<file path="src/rtl/frog_input_cond.sv">
`default_nettype none
// ============================================================================
//  Module   : frog_input_cond
//  Purpose  : Input conditioning for the frog game player controls.
//             Synchronises and debounces the four board switches, then turns
//             presses into single-cycle, mutually exclusive move strobes
//             (priority up > down > left > right).
//  Ports    : CLK        in   system clock
//             RST        in   synchronous, active-high reset
//             SW1..SW4   in   raw async buttons: up, down, left, right
//             move_up    out  one-cycle strobe
//             move_down  out  one-cycle strobe
//             move_left  out  one-cycle strobe
//             move_right out  one-cycle strobe
//             btn_level  out  debounced levels {SW4,SW3,SW2,SW1}
//  Options  : FROG_AUTOREPEAT_EN - when defined, a held button auto-repeats
//             after REPEAT_DELAY cycles, then every REPEAT_PERIOD cycles.
//  Revision : 1.0 - initial release
// ============================================================================
module frog_input_cond #(
  parameter int DEBOUNCE_CYCLES = 250000,
  parameter int REPEAT_DELAY    = 7500000,
  parameter int REPEAT_PERIOD   = 3750000,
  parameter int CNT_W           = 24
) (
  input  logic       CLK,
  input  logic       RST,
  input  logic       SW1,
  input  logic       SW2,
  input  logic       SW3,
  input  logic       SW4,
  output logic       move_up,
  output logic       move_down,
  output logic       move_left,
  output logic       move_right,
  output logic [3:0] btn_level
);

  localparam logic [CNT_W-1:0] C_DB_LAST = CNT_W'(DEBOUNCE_CYCLES - 1);

  // Reject configurations whose counts cannot be represented in CNT_W bits.
  if ((DEBOUNCE_CYCLES < 1) || (REPEAT_DELAY < 1) || (REPEAT_PERIOD < 1) ||
      (DEBOUNCE_CYCLES > (1 << CNT_W)) || (REPEAT_DELAY > (1 << CNT_W)) ||
      (REPEAT_PERIOD > (1 << CNT_W))) begin : g_param_err
    $error("frog_input_cond: counter parameters out of range for CNT_W");
  end

`ifdef FROG_AUTOREPEAT_EN
  localparam logic [CNT_W-1:0] C_RD_LAST = CNT_W'(REPEAT_DELAY - 1);
  localparam logic [CNT_W-1:0] C_RP_LAST = CNT_W'(REPEAT_PERIOD - 1);

  typedef enum logic [1:0] {
    RPT_IDLE   = 2'd0,
    RPT_DELAY  = 2'd1,
    RPT_REPEAT = 2'd2
  } rpt_state_t;
`endif

  logic [3:0] sync_a;
  logic [3:0] sync_s;
  logic [3:0] level_d;
  logic [3:0] rise;
  logic [3:0] req;

  // Two-flop synchroniser for the asynchronous pins.
  always_ff @(posedge CLK) begin
    if (RST) begin
      sync_a  <= '0;
      sync_s  <= '0;
      level_d <= '0;
    end else begin
      sync_a  <= {SW4, SW3, SW2, SW1};
      sync_s  <= sync_a;
      level_d <= btn_level;
    end
  end

  for (genvar i = 0; i < 4; i++) begin : g_btn
    logic [CNT_W-1:0] cnt;
    logic             lvl;

    // The count only survives while the synced input keeps disagreeing with
    // the accepted level, so any shorter glitch restarts it.
    always_ff @(posedge CLK) begin
      if (RST) begin
        cnt <= '0;
        lvl <= 1'b0;
      end else if (sync_s[i] == lvl) begin
        cnt <= '0;
      end else if (cnt == C_DB_LAST) begin
        lvl <= sync_s[i];
        cnt <= '0;
      end else begin
        cnt <= cnt + CNT_W'(1);
      end
    end

    assign btn_level[i] = lvl;
    assign rise[i]      = lvl & ~level_d[i];

`ifdef FROG_AUTOREPEAT_EN
    rpt_state_t       state;
    rpt_state_t       state_nxt;
    logic [CNT_W-1:0] rcnt;
    logic [CNT_W-1:0] rcnt_nxt;
    logic             rep;

    always_ff @(posedge CLK) begin
      if (RST) begin
        state <= RPT_IDLE;
        rcnt  <= '0;
      end else begin
        state <= state_nxt;
        rcnt  <= rcnt_nxt;
      end
    end

    // rcnt keeps running whether or not the repeat wins arbitration.
    // A release takes priority, suppressing a repeat due in the same cycle.
    always_comb begin
      state_nxt = state;
      rcnt_nxt  = rcnt;
      rep       = 1'b0;
      case (state)
        RPT_IDLE: begin
          rcnt_nxt = '0;
          if (rise[i]) state_nxt = RPT_DELAY;
        end
        RPT_DELAY: begin
          if (!lvl) begin
            state_nxt = RPT_IDLE;
            rcnt_nxt  = '0;
          end else if (rcnt == C_RD_LAST) begin
            rep       = 1'b1;
            state_nxt = RPT_REPEAT;
            rcnt_nxt  = '0;
          end else begin
            rcnt_nxt = rcnt + CNT_W'(1);
          end
        end
        RPT_REPEAT: begin
          if (!lvl) begin
            state_nxt = RPT_IDLE;
            rcnt_nxt  = '0;
          end else if (rcnt == C_RP_LAST) begin
            rep      = 1'b1;
            rcnt_nxt = '0;
          end else begin
            rcnt_nxt = rcnt + CNT_W'(1);
          end
        end
        default: begin
          state_nxt = RPT_IDLE;
          rcnt_nxt  = '0;
        end
      endcase
    end

    assign req[i] = rise[i] | rep;
`else
    assign req[i] = rise[i];
`endif
  end

  // Fixed-priority arbitration; losing requests are simply dropped.
  always_ff @(posedge CLK) begin
    if (RST) begin
      move_up    <= 1'b0;
      move_down  <= 1'b0;
      move_left  <= 1'b0;
      move_right <= 1'b0;
    end else begin
      move_up    <= req[0];
      move_down  <= req[1] & ~req[0];
      move_left  <= req[2] & ~(|req[1:0]);
      move_right <= req[3] & ~(|req[2:0]);
    end
  end

endmodule
`default_nettype wire
</file>
<file path="config.mk">
export PLATFORM = sky130hd
export DESIGN_NAME = frog_input_cond
export DESIGN_NICKNAME = d
export VERILOG_FILES = /design/src/rtl/frog_input_cond.sv
export SDC_FILE = /design/constraint.sdc
export NUM_CORES = 1
export LEC_CHECK = 0
export ABC_AREA = 0
export BUFFER_PORTS_ARGS = -buffer_cell sky130_fd_sc_hd__buf_4
export CAP_MARGIN = 15
export CORE_MARGIN = 5
export CORE_UTILIZATION = 45
export CTS_BUF_LIST = sky130_fd_sc_hd__clkbuf_8
export DETAILED_ROUTE_END_ITERATION = 8
export PLACE_DENSITY_LB_ADDON = 0.25
export SYNTH_ARGS = -nofsm -noshare
export SYNTH_HDL_FRONTEND = slang
export SYNTH_SLANG_ARGS = --single-unit
</file>
<file path="constraint.sdc">
create_clock -name CLK -period 3.7 [get_ports CLK]
set_clock_uncertainty 0.15 [all_clocks]
set_input_delay 0.925 -clock CLK [delete_from_list [all_inputs] [get_ports CLK]]
set_output_delay 0.925 -clock CLK [all_outputs]
set_load 0.03 [all_outputs]
</file>
---- Yosys cells after proc, flatten, opt, wreduce, memory -nomap -nowiden ----
Cells that the tools add are included.
word-level totals
  bits in registers ....................... 116
  input port bits ......................... 6
  output and inout port bits .............. 8
  word-level logic and storage cells ...... 55
cells by class
  add/sub/neg operators ................... 4
  eq/ne operators ......................... 8
  bitwise logic cells ..................... 18
  reduce and logical (&&, ||, !) cells .... 10
operator list
  operator                 number
  $add A24 B1 Y24 const B  4
  $eq A24 B18 Y1 const B   4
  $reduce_or A3 Y1         5
  $not A1 Y1               11
  $reduce_and A2 Y1        4
  $and A1 B1 Y1            7
  $eq A1 B1 Y1             4
  $reduce_or A2 Y1         1

---- Logic depth before layout (Yosys ltp) ----
Gate-level depths: netlist of the first run.
  depth in word-level cells ............... 5
  gate-level depth with buffers ........... 6
  gate-level depth less buffers ........... 5

---- Worst setup path after synthesis of the first run ----
OpenSTA, ideal clock, no wires.
  kind .................................... input to register
  start point ............................. input RST
  end point ............................... register g_btn[1].cnt[10]
  setup time .............................. 0.128 ns
  arrival ................................. 1.796 ns
  required time ........................... 3.422 ns
  path slack .............................. 1.626 ns
  stages .................................. 5
  buffers on the path ..................... 2
  cell sequence ........................... clkbuf_1 -> nor2_1 -> o21ai_1 -> clkbuf_1 -> nor2_1
on the way
  cells in the longest elaborated chain, start to end .. 1
RTL lines
  item                               line  source
  start: declaration                 27    input logic RST,
  $reduce_or A3 Y1 (no source line)  --
  end signal: assignment             94    cnt <= cnt + CNT_W'(1);
  end: declaration                   79    logic [CNT_W-1:0] cnt;
Every way passes these cells.
A chain may end at the register's enable or synchronous reset.

---- Worst setup path in the final report of the first run ----
  start point ............................. register g_btn[0].lvl
  end point ............................... output btn_level[0]
RTL lines
  item                      line  source
  start: declaration        80    logic lvl;
  start signal: assignment  91    lvl <= sync_s[i];
  end: declaration          36    output logic [3:0] btn_level
No word-level cell between the ends.

==> summary by stage, run 1 <==
Status
The run finished with clean final reports.

Place
The wire-length estimate of the detail-placed layout is ~6.7 mm. The count of buffers inserted at the top-level ports is 13. The routability congestion estimate from global placement is 0.839.

STA
The total count of max-transition violations in the final report is 0. Setup violations remaining at the end of the flow were counted as 0. Derived from the worst setup path, the maximum achievable clock frequency is 0.467 GHz.

Setup repair after global routing left no endpoint under its margin. The worst slew margin relative to its limit is 62.2%. The number of hold violations in the final report was 0.

The tightest hold path in the finished design has a slack of between 0.2 and 0.25 ns. At the pin with the least slew margin, the transition time is 0.560 ns. The final period utilization is 57.8%. After routing, the total negative slack on setup checks comes to 0 ns. Subtracting the final worst setup slack from the clock period gives between 2 and 2.5 ns.

Job
The tool flagged a number of max-cap violations equal to 0.

Die
The effective utilization at floorplan is 46.4%. The area of the die is approximately 0.013 mm2. The number of rows in the core area is 38.

In this run the count of I/O pins placed on the die edge is 14. In this run the horizontal extent of the chip is about 120 um. The placeable core region is between 0.01 and 0.015 mm2. The die extent in y is between 100 and 150 um.

Power
The total power per unit cell area is between 400 and 500 mW/mm2. The static power due to leakage is 1.66 nW. VDD sags by at most 250 uV.

Global routing
For this run, global-route usage on met3 was measured as under 10%. Entering global routing, the biggest net connects 25 pins. The initial antenna violation count is 0. The met2 usage is 24.9%. The global routing stage identified its most utilized layer as met2. The met1 global-route usage is 20.2%.

Summed over all layers, the global routing overflow is 0. The overall fraction of global-route tracks in use is 16.1%. The first global-routing pass estimated 17.4 mm of wire. The via count of the first global-routing pass is 3888.

Drt
For this run, design rule violations remaining after detail routing come to 0. Dividing the detail-routed wire length by the instance count gives approximately 13 um. The number of nets with antenna violations after routing is 0.

The wire length after detailed routing is 9.91 mm. The detail-routed via count per cell is 5.54. The first routing iteration left 296 violations. The total vias in the final route is 4149. The number of optimization iterations in the first detailed-route pass is 4.

Cells and area
In the layout the commonest cells are sky130_fd_sc_hd__dfxtp_1, sky130_fd_sc_hd__nor2_1, sky130_fd_sc_hd__a21oi_1. The final layout net count is 608. The number of filler instances in the final layout is 1027.

The share of post-route cells with drive strength above 1 is 8.05%. The leading cell type in the layout, fill and taps excluded is sky130_fd_sc_hd__dfxtp_1. Summing all multi-input logic gate instances after layout gives 0.00254 mm2.

The sequential cells in the finished layout cover a total of 0.00232 mm2. The antenna diode count is 0. The area growth from synthesis to layout is 10.4%.

Synth
Synthesis instantiated 33 different standard cells from the library. The synthesized netlist cell count is 586. The count of yosys warnings during synthesis is 0. The register bit total from synthesis is 116. When the netlist entered floorplanning its net count stood at 596. The share of the synthesized area in the top cell type is 45.8%. The total standard cell area after synthesis is 0.00507 mm2. After synthesis, the mean cell area works out to 8.66 um2. Sequential cells were found to cover 45.8% of the synthesized design area. Sorting the synthesized cells by area gives the leading types as sky130_fd_sc_hd__dfxtp_1, sky130_fd_sc_hd__xnor2_1, sky130_fd_sc_hd__nor2_1. The cell accounting for the most synthesized area is sky130_fd_sc_hd__dfxtp_1.

Setup path
The nature of the critical path startpoint is a register. The slowest stage of the critical path is the sky130_fd_sc_hd__dfxtp_1 cell. The data arrival at the endpoint of the critical path is between 1 and 1.5 ns. Broken down by cell family, the worst path's largest delay share belongs to flip-flops. The critical path is of the reg -> out type. Walking the worst path, the cells encountered are buf_4.

The required time of the critical path is 2.62 ns. The largest driver fanout on the critical path is 5. The sum of buffers and inverters on the critical path is 1.

The maximum cell stage delay along the critical path is 0.43 ns. The worst setup path is captured at an output port.

Clocking
The number of gates given a new drive strength after cts is 0. In this run the clock root is driven by a sky130_fd_sc_hd__clkbuf_8. The later-pin clock latency in the skew report is 0.44 ns. The number of levels in the clock H-tree is 4. The TritonCTS clock tree is yes. Buffers added to address setup during post-CTS repair amount to 0. The clock sink count is between 100 and 150. Hold repair after CTS inserted 0 buffers.

The total clock buffers created by CTS is 17. The post-CTS clock slew at the launch and capture registers of the worst setup and hold paths is 0.06 ns. The maximum clock path buffer count is 2.

Min path
The class of the tightest hold or removal check is reg -> reg.
## metrics by stage
step	cells	util, %	area, um2	setup slack [ns]	total power [mW]
6_report	749	51.2	5600	1.56	2.28
5_1_grt	749	51.2	5600	1.44	2.39
4_1_cts	749	51.2	5600	1.52	2.32
3_5_place_dp	719	48.1	5260	1.59	1.31
3_3_place_gp	719	48.1	5260	1.63	1.31
2_1_floorplan	586	-	5070	1.63	1.30
## where the power goes
| part | leakage, nW | switching (mW) | internal, mW | total, mW |
|---|---|---|---|---|
| Combinational | 0.529 | 0.0156 | 0.00988 | 0.0255 |
| Clock | 0.194 | 0.471 | 0.530 | 1.00 |
| Sequential | 0.936 | 0.00279 | 1.25 | 1.26 |
| Total | 1.66 | 0.490 | 1.79 | 2.28 |
## per-layer routing
metal | routed length [um] | part of all wire (%)
met1 | 4750 | 48
met2 | 4610 | 46
met5 | 0 | 0
met4 | 159 | 1.6
met3 | 389 | 3.9
## registers in the layout (all words and copies together), names as in the netlist
| register | flops |
|---|---|
| g_btn.lvl | 4 |
| sync_a | 4 |
| level_d | 4 |
| g_btn.cnt | 96 |
| move_left | 1 |
| move_up | 1 |
| move_down | 1 |
| sync_s | 4 |
| move_right | 1 |
## layout make-up
type	instances	area share (%)
clock buffer	22	5.41
clock inverter	8	0.648
inverter	25	1.68
multi-input combinational	421	45.4
sequential	116	41.5
tap	140	3.13
timing repair buffer	17	2.28
## path summary, 6_finish.rpt
| check | start | to | slack [ns] | cells after the start |
|---|---|---|---|---|
| hold / removal | level_d[3] | move_right | 0.24 | 1 |
| setup / recovery | g_btn[0].lvl | btn_level[0] | 1.56 | 1 |
| setup reg to reg | g_btn[0].cnt[0] | g_btn[0].cnt[22] | 1.58 | 5 |
| hold reg to reg | level_d[3] | move_right | 0.24 | 1 |
## synth_stat cells
cell type                  number
sky130_fd_sc_hd__dfxtp_1      116
sky130_fd_sc_hd__nor2_1        67
sky130_fd_sc_hd__a21oi_1       43
sky130_fd_sc_hd__xnor2_1       37
sky130_fd_sc_hd__nand3_1       28
sky130_fd_sc_hd__nand4_1       27
sky130_fd_sc_hd__nand2_1       26
sky130_fd_sc_hd__o21ai_0       26
sky130_fd_sc_hd__or3_1         26
sky130_fd_sc_hd__inv_1         25
sky130_fd_sc_hd__or4_1         22
sky130_fd_sc_hd__xor2_1        17
sky130_fd_sc_hd__nor2b_1       16
sky130_fd_sc_hd__o31ai_1       15
sky130_fd_sc_hd__and4_1        14
sky130_fd_sc_hd__nor4_1        14
sky130_fd_sc_hd__clkbuf_1      13
sky130_fd_sc_hd__nor3_1        10
sky130_fd_sc_hd__and3_1         7
sky130_fd_sc_hd__buf_2          6
sky130_fd_sc_hd__nor4b_1        6
sky130_fd_sc_hd__and2_1         4
sky130_fd_sc_hd__buf_4          4
sky130_fd_sc_hd__ha_1           4
sky130_fd_sc_hd__o21ai_1        4
sky130_fd_sc_hd__nand3_2        2
sky130_fd_sc_hd__a31o_2         1
sky130_fd_sc_hd__clkbuf_2       1
sky130_fd_sc_hd__nand2b_1       1
sky130_fd_sc_hd__nand4_2        1
sky130_fd_sc_hd__nand4b_1       1
sky130_fd_sc_hd__or2_1          1
sky130_fd_sc_hd__or3_4          1
## cells by family after synthesis
| kind of cell | Yosys count | synth area share, % |
|---|---|---|
| xor+xnor | 54 | 9.32 |
| fa+ha+maj | 4 | 0.987 |
| compound gates | 89 | 9.60 |
| flops | 116 | 45.8 |
| simple gates | 274 | 30.2 |
| buf+inv | 49 | 4.09 |
Note: power is estimated with default switching activity, not from simulation.
==> inputs of run 2 (changes only) <==
- clock period: 3.7 -> 2.2 ns (I/O delays scaled with it)
==> summary by stage, run 2 (synthesis results as in run 1) <==
Clocking
The maximum clock path buffer count was 2 (unchanged). The clock sink count came to 116 (unchanged). The total clock buffers created by CTS is 17 (unchanged). The post-CTS setup buffer count was 0 (unchanged). The buffer cell driving the clock tree root is sky130_fd_sc_hd__clkbuf_8 (unchanged).

The post-CTS clock slew at the launch and capture registers of the worst setup and hold paths is 0.06 ns (about the same). The number of levels in the clock H-tree came to 4 (unchanged). The later-pin clock latency in the skew report is 0.43 ns (was 0.44 ns). The TritonCTS clock tree is yes (unchanged). The hold buffer count at CTS came to 0 (unchanged).

The number of gates given a new drive strength after cts is 0 (unchanged).

STA
The number of hold violations in the final report was 0 (unchanged). The worst slew margin relative to its limit is 67.1% (was 62.2%). The setup TNS after final layout is 0 ns (unchanged).

The worst path uses 93.5% of the clock period. The actual transition at the worst max-transition pin is 0.487 ns (was 0.560 ns). Setup repair after global routing missed its margin: no (unchanged). The peak clock frequency supported by timing is roughly 0.49 GHz. The final setup slack of the worst path is 0.144 ns (was 1.56 ns). The total count of max-transition violations in the final report is 0 (unchanged).

The number of setup violations in the final report is 0 (unchanged). The routed design could run at a clock period as short as approximately 2.1 ns.

Cells and area
The number of filler instances in the final layout is 1039 (was 1027). The leading cell type in the layout, fill and taps excluded is sky130_fd_sc_hd__dfxtp_1 (unchanged). The flip-flop count of the largest register, all copies and words added is 96 (unchanged). Commonest cells after routing, fill and taps aside: sky130_fd_sc_hd__dfxtp_1, sky130_fd_sc_hd__nor2_1, sky130_fd_sc_hd__a21oi_1 (unchanged). The multi-input combinational cell area came to 0.00255 mm2 (was 0.00254 mm2). The top register by number of flip-flops is g_btn.cnt (unchanged). The share of post-route cells with drive strength above 1 is 10.3% (was 8.05%). The register area is 0.00232 mm2 (unchanged). The area growth from synthesis to layout is 12.7% (was 10.4%).

The final cell count without fillers is 763 (was 749). The final layout net count came to 621 (was 608). The antenna diode count is 0 (unchanged).

Power
The worst supply voltage drop on vdd came to 496 uV (was 250 uV). The static power due to leakage is 1.73 nW (was 1.66 nW). The total power per unit cell area is 676 mW/mm2 (was 408 mW/mm2).

Global routing
The via count of the first global-routing pass is 3915 (was 3888). The largest net degree at the start of global routing is 25 (unchanged). The first-pass GRT wire length was 17.2 mm (was 17.4 mm). The initial antenna violation count is 0 (unchanged). The overall fraction of global-route tracks in use is 15.9% (was 16.1%).

The total congestion overflow after global routing came to 0 (unchanged).

Drt
The wire length after detailed routing is 9.89 mm (was 9.91 mm). The average routed wire per standard cell is 13.0 um (was 13.2 um). The total vias in the final route is 4206 (was 4149).

The number of design-rule violations left by the first detailed-router iteration is 260 (was 296). The number of design rule violations left after detail routing is 0 (unchanged). The detail-routed via count per cell is 5.51 (was 5.54). The number of nets with antenna violations after routing was 0 (unchanged). The number of optimization iterations in the first detailed-route pass is 5 (was 4).

Min path
The class of the tightest hold or removal check is in -> reg (was reg -> reg).

Place
The final HPWL from detailed placement came to 6.80 mm (was 6.67 mm). The routability congestion estimate from global placement is 0.864 (was 0.839). The count of buffers inserted at the top-level ports came to 13 (unchanged). The post-place setup slack is 0.124 ns (was 1.59 ns). The number of cells in the design after placement is 732 (was 719).

Setup path
The worst setup path category is reg -> reg (was reg -> out). The nature of the critical path startpoint is a register (unchanged). The data arrival at the endpoint of the critical path is 2.27 ns (was 1.07 ns).

The required time of the critical path is 2.41 ns (was 2.62 ns). The largest driver fanout on the critical path is 5 (unchanged). The element type at the critical path end is a register (was output port).

Status
Run status: complete, no violations (unchanged).

Job
The max-cap violation count is 0 (unchanged).

Die
The area of the die was 0.0135 mm2 (unchanged). The die width is 116 um (unchanged). The placeable core region is 0.0109 mm2 (unchanged). The number of rows in the core area was 38 (unchanged). The top-level port count was 14 (unchanged). The die extent in y is 116 um (unchanged). The effective utilization at floorplan is 46.4% (unchanged).
## run 2: path summary, 6_finish.rpt
kind	cells after the start	end	start	slack (ns)
hold reg to reg	1	move_right	level_d[3]	0.25
hold / removal	2	sync_a[2]	SW3	0.18
setup / recovery	5	g_btn[1].cnt[22]	g_btn[1].cnt[0]	0.14
setup reg to reg	5	g_btn[1].cnt[22]	g_btn[1].cnt[0]	0.14
## run 2: stage by stage
| stage | total power [mW] | utilization [%] | hold slack, ns | area [um2] |
|---|---|---|---|---|
| 2_1_floorplan | 2.19 | - | 0.224 | 5070 |
| 3_3_place_gp | 2.20 | 49.0 | 0.232 | 5360 |
| 3_5_place_dp | 2.21 | 49.0 | 0.238 | 5360 |
| 4_1_cts | 3.93 | 52.2 | 0.149 | 5710 |
| 5_1_grt | 4.02 | 52.3 | 0.150 | 5720 |
| 6_report | 3.87 | 52.3 | 0.179 | 5720 |
## run 2: power breakdown
group | switching, mW | leakage (nW) | total (mW) | internal, mW
registers | 0.00491 | 0.936 | 2.11 | 2.11
logic | 0.0262 | 0.590 | 0.0434 | 0.0172
clock network | 0.780 | 0.202 | 1.71 | 0.927
total | 0.811 | 1.73 | 3.87 | 3.05
## run 2: worst max-delay path: stages, from the launching register on
cell                      delay (ns)
sky130_fd_sc_hd__dfxtp_1        0.37
sky130_fd_sc_hd__ha_1           0.21
sky130_fd_sc_hd__nand3_1        0.16
sky130_fd_sc_hd__or4_1          0.61
sky130_fd_sc_hd__or3_1          0.33
sky130_fd_sc_hd__a21oi_1        0.15
## run 2: layout make-up
class	instances	share of cell area [%]
multi-input cells	421	44.6
flip-flops and latches	116	40.6
clock buffers	23	5.54
repair buffers	30	3.94
well taps	140	3.06
inverters	25	1.64
clock inverters	8	0.613
## run 2: per-layer routing
layer | track usage [%] | vias to the layer above | share of wire [%]
li1 | - | 2147 | -
met1 | 19.0 | 1981 | 47
met2 | 26.0 | 66 | 48
met3 | 5.91 | 12 | 3.7
met4 | 6.19 | 0 | 0.98
met5 | 0 | - | 0
==> inputs of run 3 (changes only) <==
- MAX_ROUTING_LAYER: default -> met4
- clock period: 2.2 -> 2.32 ns (I/O delays scaled with it)
==> summary by stage, run 3 (synthesis results as in run 1) <==
Die
The number of rows in the core area was 38 (unchanged). The top-level port count was 14 (unchanged). The effective utilization at floorplan is 46.4% (unchanged). The die width is 116 um (unchanged). The area of the die is 0.0135 mm2 (unchanged). The die extent in y is 116 um (unchanged).

The placeable core region is 0.0109 mm2 (unchanged).

Global routing
The met2 usage came to 26.4% (was 26.0%). The via count of the first global-routing pass is 3924 (was 3915). The met1 global-route usage is 19.3% (was 19.0%). The busiest metal layer after global routing is met2 (unchanged). The largest net degree at the start of global routing is 25 (unchanged). The global-route met3 utilization was 5.03% (was 5.91%). The initial antenna violation count is 0 (unchanged). The total congestion overflow after global routing is 0 (unchanged).

The first-pass GRT wire length was 17.4 mm (was 17.2 mm). The overall fraction of global-route tracks in use was 16.7% (was 15.9%).

Setup path
The worst setup path category is reg -> reg (unchanged). The launch point of the worst reg-to-reg path is g_btn[3].cnt[0] (was g_btn[1].cnt[0]). The largest driver fanout on the critical path is 11 (was 5). The required time of the critical path is 2.54 ns (was 2.41 ns).

The first element of the critical path is g_btn[3].cnt[0] (was g_btn[1].cnt[0]). The data arrival at the endpoint of the critical path is 2.34 ns (was 2.27 ns). The element type at the critical path end is a register (unchanged). The maximum cell stage delay along the critical path is 0.53 ns (was 0.61 ns). The cell with the largest stage delay on the worst path is sky130_fd_sc_hd__or4_1 (unchanged). The flop-to-flop setup slack is 0.20 ns (was 0.14 ns). Crit path cell chain: ha_1 -> and4_1 -> nand4_1 -> or4_1 -> a21oi_1 (was ha_1 -> nand3_1 -> or4_1 -> or3_1 -> a21oi_1). The nature of the critical path startpoint is a register (unchanged).

Power
The total power per unit cell area came to 693 mW/mm2 (was 676 mW/mm2). The static power due to leakage is 1.70 nW (was 1.73 nW). The worst supply voltage drop on vdd is 580 uV (was 496 uV). The overall power of the completed layout is 3.97 mW (was 3.87 mW).

STA
The number of setup violations in the final report is 0 (unchanged). The total count of max-transition violations in the final report is 0 (unchanged). Setup repair after global routing missed its margin: no (unchanged). The final critical delay including setup and external delays was 2.12 ns (was 2.06 ns). The peak clock frequency supported by timing is 0.473 GHz (was 0.486 GHz).

The actual transition at the worst max-transition pin was 0.488 ns (was 0.487 ns). The final period utilization is 91.2% (was 93.5%). The number of hold violations in the final report came to 0 (unchanged). The setup TNS after final layout is 0 ns (unchanged).

The worst slew margin relative to its limit is 67.0% (was 67.1%).

Clocking
The TritonCTS clock tree is yes (unchanged). The post-CTS setup buffer count is 0 (unchanged). The number of levels in the clock H-tree is 4 (unchanged). The total clock buffers created by CTS is 17 (unchanged).

The clock sink count came to 116 (unchanged). The number of gates given a new drive strength after cts is 0 (unchanged). The buffer cell driving the clock tree root is sky130_fd_sc_hd__clkbuf_8 (unchanged). The hold buffer count at CTS is 0 (unchanged).

The post-CTS clock slew at the launch and capture registers of the worst setup and hold paths came to 0.07 ns (was 0.06 ns). The later-pin clock latency in the skew report is 0.44 ns (was 0.43 ns). The maximum clock path buffer count is 2 (unchanged).

Drt
The detail-routed via count per cell is 5.50 (was 5.51). The wire length after detailed routing came to 10.0 mm (was 9.89 mm). The average routed wire per standard cell is 13.2 um (was 13.0 um). The number of optimization iterations in the first detailed-route pass came to 4 (was 5). The number of design-rule violations left by the first detailed-router iteration is 292 (was 260). The number of nets with antenna violations after routing is 0 (unchanged). The number of design rule violations left after detail routing came to 0 (unchanged). The total vias in the final route was 4164 (was 4206).

Cells and area
The flip-flop count of the largest register, all copies and words added is 96 (unchanged). The final layout net count came to 615 (was 621). The share of post-route cells with drive strength above 1 is 9.40% (was 10.3%). The antenna diode count is 0 (unchanged). The leading cell type in the layout, fill and taps excluded was sky130_fd_sc_hd__dfxtp_1 (unchanged).

The area growth from synthesis to layout is 12.9% (was 12.7%). The top register by number of flip-flops was g_btn.cnt (unchanged). Commonest cells after routing, fill and taps aside: sky130_fd_sc_hd__dfxtp_1, sky130_fd_sc_hd__nor2_1, sky130_fd_sc_hd__a21oi_1 (unchanged).

Min path
The class of the tightest hold or removal check is in -> reg (unchanged). The origin of the worst min-delay path is SW1 (was SW3).

Place
The count of buffers inserted at the top-level ports is 13 (unchanged). The routability congestion estimate from global placement is 0.877 (was 0.864). The final HPWL from detailed placement came to 6.74 mm (was 6.80 mm).

Job
The max-cap violation count is 0 (unchanged).

Status
Run status: complete, no violations (unchanged).
-- run 3: cell type report --
cell class	instances	area, um2
fillers	1054	5210
multi-input cells	421	2540
flip-flops and latches	116	2320
clock buffers	20	275
repair buffers	24	180
well taps	140	175
clock inverters	11	135
inverters	25	93.8
-- run 3: critical path: cells and delay by family, from the launching register on --
family | cells | cell delay, ns
fa+ha+maj | 1 | 0.20
compound gates | 1 | 0.16
flops | 1 | 0.37
simple gates | 3 | 1.16
-- run 3: power by group --
group | switching (mW) | internal [mW]
combinational | 0.0243 | 0.0162
sequential | 0.00453 | 2.00
clock | 0.795 | 1.13
-- run 3: worst paths after layout --
| path | to | cells past startpoint |
|---|---|---|
| setup / recovery | g_btn[3].cnt[22] | 5 |
| hold / removal | sync_a[0] | 2 |
| setup reg to reg | g_btn[3].cnt[22] | 5 |
| hold reg to reg | move_right | 1 |
-- run 3: metrics by stage --
stage	hold WS (ns)	instances	setup slack [ns]	utilization (%)	cell area (um2)
6_report	0.204	757	0.205	52.3	5720
5_1_grt	0.182	757	0.0271	52.3	5720
4_1_cts	0.177	757	0.212	52.3	5720
3_5_place_dp	0.248	726	0.212	48.6	5310
3_3_place_gp	0.234	726	0.265	48.6	5310
2_1_floorplan	0.224	586	0.332	-	5070
-- run 3: metal layers --
metal  vias to the layer above  part of all wire (%)
met2                        58                    48
met1                      1952                    47
li1                       2139                     -
met4                         0                   1.8
met3                        15                   3.3
met5                         -                     0
